==> src/rtl/fetch_sequencer_if.sv <==
// Bundle of the fetch-side signals: ROM port, decode handshake, redirect,
// halt/step control and status. The master modport is the sequencer side.
interface fetch_sequencer_if;
  logic [15:0] oAddress;
  logic [27:0] iInstruction;
  logic [27:0] oInstruction;
  logic [15:0] oIssuePC;
  logic        oValid;
  logic        iReady;
  logic        iBranchTaken;
  logic [15:0] iBranchTarget;
  logic        iHalt;
  logic        iStep;
  logic        oFlush;
  logic        oHalted;
  logic [15:0] oIssueCount;

  modport master (
    output oAddress, oInstruction, oIssuePC, oValid, oFlush, oHalted, oIssueCount,
    input  iInstruction, iReady, iBranchTaken, iBranchTarget, iHalt, iStep
  );

  modport slave (
    input  oAddress, oInstruction, oIssuePC, oValid, oFlush, oHalted, oIssueCount,
    output iInstruction, iReady, iBranchTaken, iBranchTarget, iHalt, iStep
  );
endinterface

==> src/rtl/fetch_sequencer.sv <==
// Instruction fetch sequencer: drives the ROM address from the PC, registers
// one instruction at a time toward decode, with redirect, halt and single-step.
module fetch_sequencer #(
  parameter logic [15:0] RESET_PC     = 16'd0,
  parameter logic        START_HALTED = 1'b0
) (
  input  logic Clock,
  input  logic Reset,
  fetch_sequencer_if.master bus
);

  typedef enum logic [1:0] {
    S_FETCH = 2'd0,
    S_ISSUE = 2'd1,
    S_HALT  = 2'd2,
    S_STEP  = 2'd3
  } state_t;

  state_t      state_q;
  logic [15:0] pc_q;
  logic [27:0] instr_q;
  logic [15:0] issue_pc_q;
  logic        valid_q;
  logic        flush_q;
  logic        halted_q;
  logic [15:0] count_q;
  logic [15:0] count_d;
  logic        xfer;

  assign xfer    = valid_q & bus.iReady;
  assign count_d = (count_q == 16'hFFFF) ? count_q : (count_q + 16'd1);

  // Single-register FSM; all outputs are state-aligned registers.
  always_ff @(posedge Clock or posedge Reset) begin
    if (Reset) begin
      state_q    <= START_HALTED ? S_HALT : S_FETCH;
      pc_q       <= RESET_PC;
      instr_q    <= 28'd0;
      issue_pc_q <= 16'd0;
      valid_q    <= 1'b0;
      flush_q    <= 1'b0;
      halted_q   <= START_HALTED;
      count_q    <= 16'd0;
    end else begin
      flush_q <= 1'b0;
      // A transfer is counted even when a same-cycle redirect discards the refill.
      if (xfer) begin
        count_q <= count_d;
      end
      case (state_q)
        S_FETCH, S_STEP: begin
          if (bus.iBranchTaken) begin
            pc_q     <= bus.iBranchTarget;
            valid_q  <= 1'b0;
            flush_q  <= 1'b1;
            state_q  <= bus.iHalt ? S_HALT : S_FETCH;
            halted_q <= bus.iHalt;
          end else begin
            instr_q    <= bus.iInstruction;
            issue_pc_q <= pc_q;
            pc_q       <= pc_q + 16'd1;
            valid_q    <= 1'b1;
            state_q    <= S_ISSUE;
          end
        end
        S_ISSUE: begin
          if (bus.iBranchTaken) begin
            pc_q     <= bus.iBranchTarget;
            valid_q  <= 1'b0;
            flush_q  <= 1'b1;
            state_q  <= bus.iHalt ? S_HALT : S_FETCH;
            halted_q <= bus.iHalt;
          end else if (xfer && bus.iHalt) begin
            valid_q  <= 1'b0;
            state_q  <= S_HALT;
            halted_q <= 1'b1;
          end else if (xfer) begin
            instr_q    <= bus.iInstruction;
            issue_pc_q <= pc_q;
            pc_q       <= pc_q + 16'd1;
          end else begin
            state_q <= S_ISSUE;
          end
        end
        S_HALT: begin
          if (!bus.iHalt) begin
            state_q  <= S_FETCH;
            halted_q <= 1'b0;
          end else if (bus.iStep) begin
            state_q  <= S_STEP;
            halted_q <= 1'b0;
          end else begin
            state_q <= S_HALT;
          end
        end
        default: begin
          state_q  <= S_FETCH;
          valid_q  <= 1'b0;
          halted_q <= 1'b0;
        end
      endcase
    end
  end

  assign bus.oAddress     = pc_q;
  assign bus.oInstruction = instr_q;
  assign bus.oIssuePC     = issue_pc_q;
  assign bus.oValid       = valid_q;
  assign bus.oFlush       = flush_q;
  assign bus.oHalted      = halted_q;
  assign bus.oIssueCount  = count_q;

endmodule

==> src/flat_wrapper.sv <==
// flat-port wrapper written by rule: the top's interface ports become plain ports
module fetch_sequencer_flat 
#(
  parameter logic [15:0] RESET_PC     = 16'd0,
  parameter logic        START_HALTED = 1'b0
)
  (Clock, Reset, bus_oAddress, bus_oInstruction, bus_oIssuePC, bus_oValid, bus_oFlush, bus_oHalted, bus_oIssueCount, bus_iInstruction, bus_iReady, bus_iBranchTaken, bus_iBranchTarget, bus_iHalt, bus_iStep);
  fetch_sequencer_if bus_i ();
  input  logic Clock;
  input  logic Reset;
  output wire logic [$bits(bus_i.oAddress)-1:0] bus_oAddress;
  output wire logic [$bits(bus_i.oInstruction)-1:0] bus_oInstruction;
  output wire logic [$bits(bus_i.oIssuePC)-1:0] bus_oIssuePC;
  output wire logic [$bits(bus_i.oValid)-1:0] bus_oValid;
  output wire logic [$bits(bus_i.oFlush)-1:0] bus_oFlush;
  output wire logic [$bits(bus_i.oHalted)-1:0] bus_oHalted;
  output wire logic [$bits(bus_i.oIssueCount)-1:0] bus_oIssueCount;
  input wire logic [$bits(bus_i.iInstruction)-1:0] bus_iInstruction;
  input wire logic [$bits(bus_i.iReady)-1:0] bus_iReady;
  input wire logic [$bits(bus_i.iBranchTaken)-1:0] bus_iBranchTaken;
  input wire logic [$bits(bus_i.iBranchTarget)-1:0] bus_iBranchTarget;
  input wire logic [$bits(bus_i.iHalt)-1:0] bus_iHalt;
  input wire logic [$bits(bus_i.iStep)-1:0] bus_iStep;
  assign bus_oAddress = bus_i.oAddress;
  assign bus_oInstruction = bus_i.oInstruction;
  assign bus_oIssuePC = bus_i.oIssuePC;
  assign bus_oValid = bus_i.oValid;
  assign bus_oFlush = bus_i.oFlush;
  assign bus_oHalted = bus_i.oHalted;
  assign bus_oIssueCount = bus_i.oIssueCount;
  assign bus_i.iInstruction = bus_iInstruction;
  assign bus_i.iReady = bus_iReady;
  assign bus_i.iBranchTaken = bus_iBranchTaken;
  assign bus_i.iBranchTarget = bus_iBranchTarget;
  assign bus_i.iHalt = bus_iHalt;
  assign bus_i.iStep = bus_iStep;
  fetch_sequencer #(.RESET_PC(RESET_PC), .START_HALTED(START_HALTED)) u_core (.Clock(Clock), .Reset(Reset), .bus(bus_i));
endmodule
==> config.mk <==
export PLATFORM = sky130hd
export DESIGN_NAME = fetch_sequencer_flat
export DESIGN_NICKNAME = d
export VERILOG_FILES = /design/src/rtl/fetch_sequencer_if.sv /design/src/rtl/fetch_sequencer.sv /design/src/flat_wrapper.sv
export SDC_FILE = /design/constraint.sdc
export NUM_CORES = 1
export LEC_CHECK = 0
export BUFFER_PORTS_ARGS = -buffer_cell sky130_fd_sc_hd__buf_2
export CAP_MARGIN = 0
export CORE_MARGIN = 2
export CORE_UTILIZATION = 51
export CTS_CLUSTER_DIAMETER = 60
export DETAILED_ROUTE_END_ITERATION = 8
export GPL_ROUTABILITY_DRIVEN = 0
export HOLD_SLACK_MARGIN = 0.06
export PLACE_DENSITY = 0.8
export SETUP_SLACK_MARGIN = 0.02
export SKIP_LAST_GASP = 1
export SLEW_MARGIN = 25
export SYNTH_ARGS = -nofsm -noshare
export SYNTH_HDL_FRONTEND = slang
export SYNTH_SLANG_ARGS = --single-unit
==> constraint.sdc <==
create_clock -name Clock -period 3.1 [get_ports Clock]
set_input_delay 0.155 -clock Clock [delete_from_list [all_inputs] [get_ports Clock]]
set_output_delay 0.155 -clock Clock [all_outputs]
set_load 0.05 [all_outputs]
==> tab_implementation.tex <==
\begin{tabular}{lr}
\hline
Metric & Value \\
\hline
\multicolumn{2}{l}{\textbf{Synth}} \\
\quad Synth cell count leaders & sky130\_fd\_sc\_hd\_\_dfrtp\_1 (81), sky130\_fd\_sc\_hd\_\_mux2\_4 (40), sky130\_fd\_sc\_hd\_\_a21oi\_1 (24) \\
\quad Cell types with the largest area share after synthesis & sky130\_fd\_sc\_hd\_\_dfrtp\_1 (51\%), sky130\_fd\_sc\_hd\_\_mux2\_4 (15\%), sky130\_fd\_sc\_hd\_\_a21oi\_1 (3.0\%) \\
\quad Synthesized area divided by synthesized cell count & 11.9 sq um \\
\quad Number of nets in the synthesized netlist & 393 \\
\quad Number of flip-flops and latches in the synthesized netlist & 81 \\
\quad Synthesized area & 4000 sq um \\
\quad EDFF count, synth & 0 \\
\quad Count of cell types in the netlist & 51 \\
\quad Mapped Cells & 337 \\
\quad Top FF cell, synth & sky130\_fd\_sc\_hd\_\_dfrtp\_1 \\
\quad Number of warnings printed during yosys synthesis & 0 \\
\quad Leading area contributor after synthesis & sky130\_fd\_sc\_hd\_\_dfrtp\_1 \\
\quad Sequential area share after synthesis & 50.7\% \\
\quad Top-area cell type share of the netlist area & 50.7\% \\
\quad Most common cell in the synthesized netlist & sky130\_fd\_sc\_hd\_\_dfrtp\_1 \\
\quad Synth async-reset ratio & 100\% \\
\multicolumn{2}{l}{\textbf{Routing}} \\
\quad Vias per cell & 5.55 \\
\quad Number of vias after detailed routing & 3,338 \\
\quad Count of routing violations after the opening detailed-route iteration & 201 \\
\quad Routed WL per cell & 16.0 um \\
\quad Initial DRT Pass Iterations & 5 \\
\quad Count of antenna-violating nets left after detailed routing & 0 \\
\quad DRC viols & 0 \\
\quad Wirelength, routed & 9640 um \\
\multicolumn{2}{l}{\textbf{Status}} \\
\quad Status & finished clean \\
\multicolumn{2}{l}{\textbf{Worst setup path}} \\
\quad Maximum fanout count along the critical path & 32 \\
\quad Endpoint arrival time on the critical path & 2.59 ns \\
\quad Top cell by count, worst path & sky130\_fd\_sc\_hd\_\_nor2\_1 \\
\quad R2R depth & 7 \\
\quad Data required time of the worst path & 3.32 ns \\
\quad Worst R2R Setup Slack & 0.74 ns \\
\quad Crit path buffers/inverters & 2 \\
\quad Critical path start-end classification & reg -> reg \\
\quad Cell Chain, Critical Path & inv\_1 -> ha\_1 -> nor2\_1 -> nor2\_1 -> a211oi\_4 -> buf\_4 -> mux2\_2 \\
\quad Worst flop-to-flop path startpoint & u\_core.state\_q[0] \\
\quad Largest stage delay, worst path & 0.50 ns \\
\quad Type of element capturing the critical path & flop \\
\quad Sort of element at the start of the critical path & flop \\
\quad Cell type of the slowest stage on the worst timing path & sky130\_fd\_sc\_hd\_\_buf\_4 \\
\quad Endpoint of the most critical register-to-register path & u\_core.bus.oIssuePC[5] \\
\quad Kind of cell adding the most delay to the critical path & buffers and inverters \\
\multicolumn{2}{l}{\textbf{Clock network}} \\
\quad Clock Path Buffers & 2 \\
\quad Post-CTS setup buffer count & 0 \\
\quad Cell at the root of the clock tree & sky130\_fd\_sc\_hd\_\_clkbuf\_8 \\
\quad Source-to-sink clock delay at the later pin of the worst-skew pair & 0.35 ns \\
\quad TritonCTS clock tree & done \\
\quad Post-CTS clock slew at the launch and capture registers of the worst setup and hold paths & 0.08 ns \\
\quad TritonCTS Sinks & 81 \\
\quad Number of levels in the clock H-tree & 3 \\
\quad Number of buffers created by CTS & 9 \\
\multicolumn{2}{l}{\textbf{Cells and area}} \\
\quad Share of post-route cells with drive strength above 1 & 40.1\% \\
\quad Area Overhead vs Synth & 29.4\% \\
\quad Diode count & 0 \\
\quad Final cell utilization of the core & 67.7\% \\
\quad Number of nets in the finished design & 550 \\
\quad Number of filler cells placed in the layout & 561 \\
\multicolumn{2}{l}{\textbf{Global route}} \\
\quad Vias in the first global route & 3,210 \\
\quad Wire length of the first global-routing pass & 15,700 um \\
\quad Pin count of the biggest net entering global routing & 38 \\
\quad Antenna violations before repair & 0 \\
\quad Total grt overflow & 0 \\
\quad Global-route total usage across every layer & 23.3\% \\
\multicolumn{2}{l}{\textbf{Power and ir drop}} \\
\quad Leakage power & 2.50 nW \\
\quad Worst IR Drop VDD & 501 uV \\
\quad Power per cell area & 1240 nW/um\^{}2 \\
\quad Post-layout total power & 0.00642 W \\
\multicolumn{2}{l}{\textbf{Placed design}} \\
\quad Buffers added on ports & 128 \\
\quad HPWL reported at the end of detailed placement & 6630 um \\
\multicolumn{2}{l}{\textbf{Timing}} \\
\quad Slew margin rel. & 44.3\% \\
\quad Time the final worst path needs with I/O delays and setup & 2.36 ns \\
\quad Final hold viol count & 0 \\
\quad Highest attainable clock frequency & 423 MHz \\
\quad Actual slew at the worst max-slew pin & 0.828 ns \\
\quad Fin. max-slew vios & 0 \\
\quad Final setup violation count & 0 \\
\quad Ratio of final minimum period to clock period & 76.3\% \\
\quad Final setup TNS & 0 ns \\
\quad Setup repair after global routing missed its margin & false \\
\quad Final worst clock skew & 0.0107 ns \\
\multicolumn{2}{l}{\textbf{Floorplan}} \\
\quad Standard cell core area & 7650 sq um \\
\quad Vert. Die Dim & 92.6 um \\
\quad Starting density of the core & 52.3\% \\
\quad Row count & 32 \\
\quad \# IOs & 129 \\
\quad Die Wd & 92.6 um \\
\quad Total die area & 8570 sq um \\
\multicolumn{2}{l}{\textbf{Hold path}} \\
\quad Min-Delay Startpoint & bus\_iBranchTarget[1] \\
\quad Min-delay worst type & in -> reg \\
\quad Hold-critical path depth & 3 \\
\quad Destination of the worst hold path & u\_core.bus.oAddress[1] \\
\multicolumn{2}{l}{\textbf{Job}} \\
\quad Number of max-capacitance violations reported & 0 \\
\hline
\end{tabular}
==> sequential cells by signal (all words and copies together) (netlist names) <==
register and cells:
u_core.bus.oIssuePC 16, u_core.bus.oIssueCount 16, u_core.bus.oFlush 1, u_core.bus.oValid 1
u_core.bus.oHalted 1, u_core.bus.oAddress 16, u_core.bus.oInstruction 28, u_core.state_q 2
==> kinds of logic after synthesis <==
logic type	share of synthesized area, %
AOI/OAI and AO/OA	11.8
xor gates and xnor gates	2.63
adders and majority gates	1.88
buffers and inverters	3.53
DFF	50.7
muxes	17.5
and+or+nand+nor	12.1
==> layer usage <==
metal  track usage [%]  vias up  share of wire (%)
li1                  -     1564                  -
met1              31.1     1613                 44
met2              37.5      143                 48
met3              4.07       18                6.1
met4              10.4        0                2.3
met5                 0        -                  0
==> worst max path at each step <==
stage,start,end,slack (ns),depth (start not counted)
after floorplan,Reset,u_core.bus.oAddress[0],0.86,1
after global placement,u_core.state_q[0],u_core.bus.oIssuePC[5],0.86,7
after detailed placement,u_core.state_q[0],u_core.bus.oIssuePC[5],0.75,7
after CTS,u_core.state_q[0],u_core.bus.oIssuePC[5],0.74,7
after global routing,u_core.state_q[0],u_core.bus.oIssuePC[5],0.61,7
final,u_core.state_q[0],u_core.bus.oIssuePC[5],0.74,7
==> cell type report <==
type	count	area [sq um]	area share [%]
clock buffer	11	131	2.54
clock inverter	5	56.3	1.09
inverter	9	35.0	0.677
multi-input combinational	231	1830	35.4
sequential	81	2030	39.1
tap	102	128	2.46
timing repair buffer	162	968	18.7
==> report_power, final <==
| part | switching [W] | internal [W] |
|---|---|---|
| Sequential | 0.000418 | 0.00152 |
| Clock | 0.000367 | 0.000371 |
| Combinational | 0.00248 | 0.00127 |
| Total | 0.00326 | 0.00315 |
==> placed cells by master, fill, tap and decap left out, drive strengths merged, types with 5 or more instances in the layout <==
cell,count
nand4,9
nor4,6
nor2,16
a21oi,24
nand2,16
dlygate4sd3,29
nor3,7
mux2,46
o21ai,16
dfrtp,81
ha,6
a31oi,6
nand3,18
clkbuf,11
inv,8
buf,133
and3,5
xnor2,8
==> through the flow <==
step	hold WS (ns)	cell area, sq um	std cells	worst slack, ns
floorplan	0.303	4000	337	0.865
global placement	0.214	4700	556	0.860
detailed placement	0.223	4700	556	0.750
CTS	0.0899	5180	601	0.735
global route	0.105	5180	601	0.608
finish	0.0968	5180	601	0.735
==> tightest hold or removal path: stages <==
cell and delay [ns]:
sky130_fd_sc_hd__buf_2 0.08, sky130_fd_sc_hd__mux2i_1 0.05, sky130_fd_sc_hd__o21ai_0 0.12
==> what timing repair did <==
action                                  4_1_cts  5_1_grt
endpoints found under the setup margin        0        0
hold endpoints to repair                     58        0
gates resized for setup                       0        0
hold buffers                                 29        0
No activity file was read; power rests on OpenSTA's default activity.
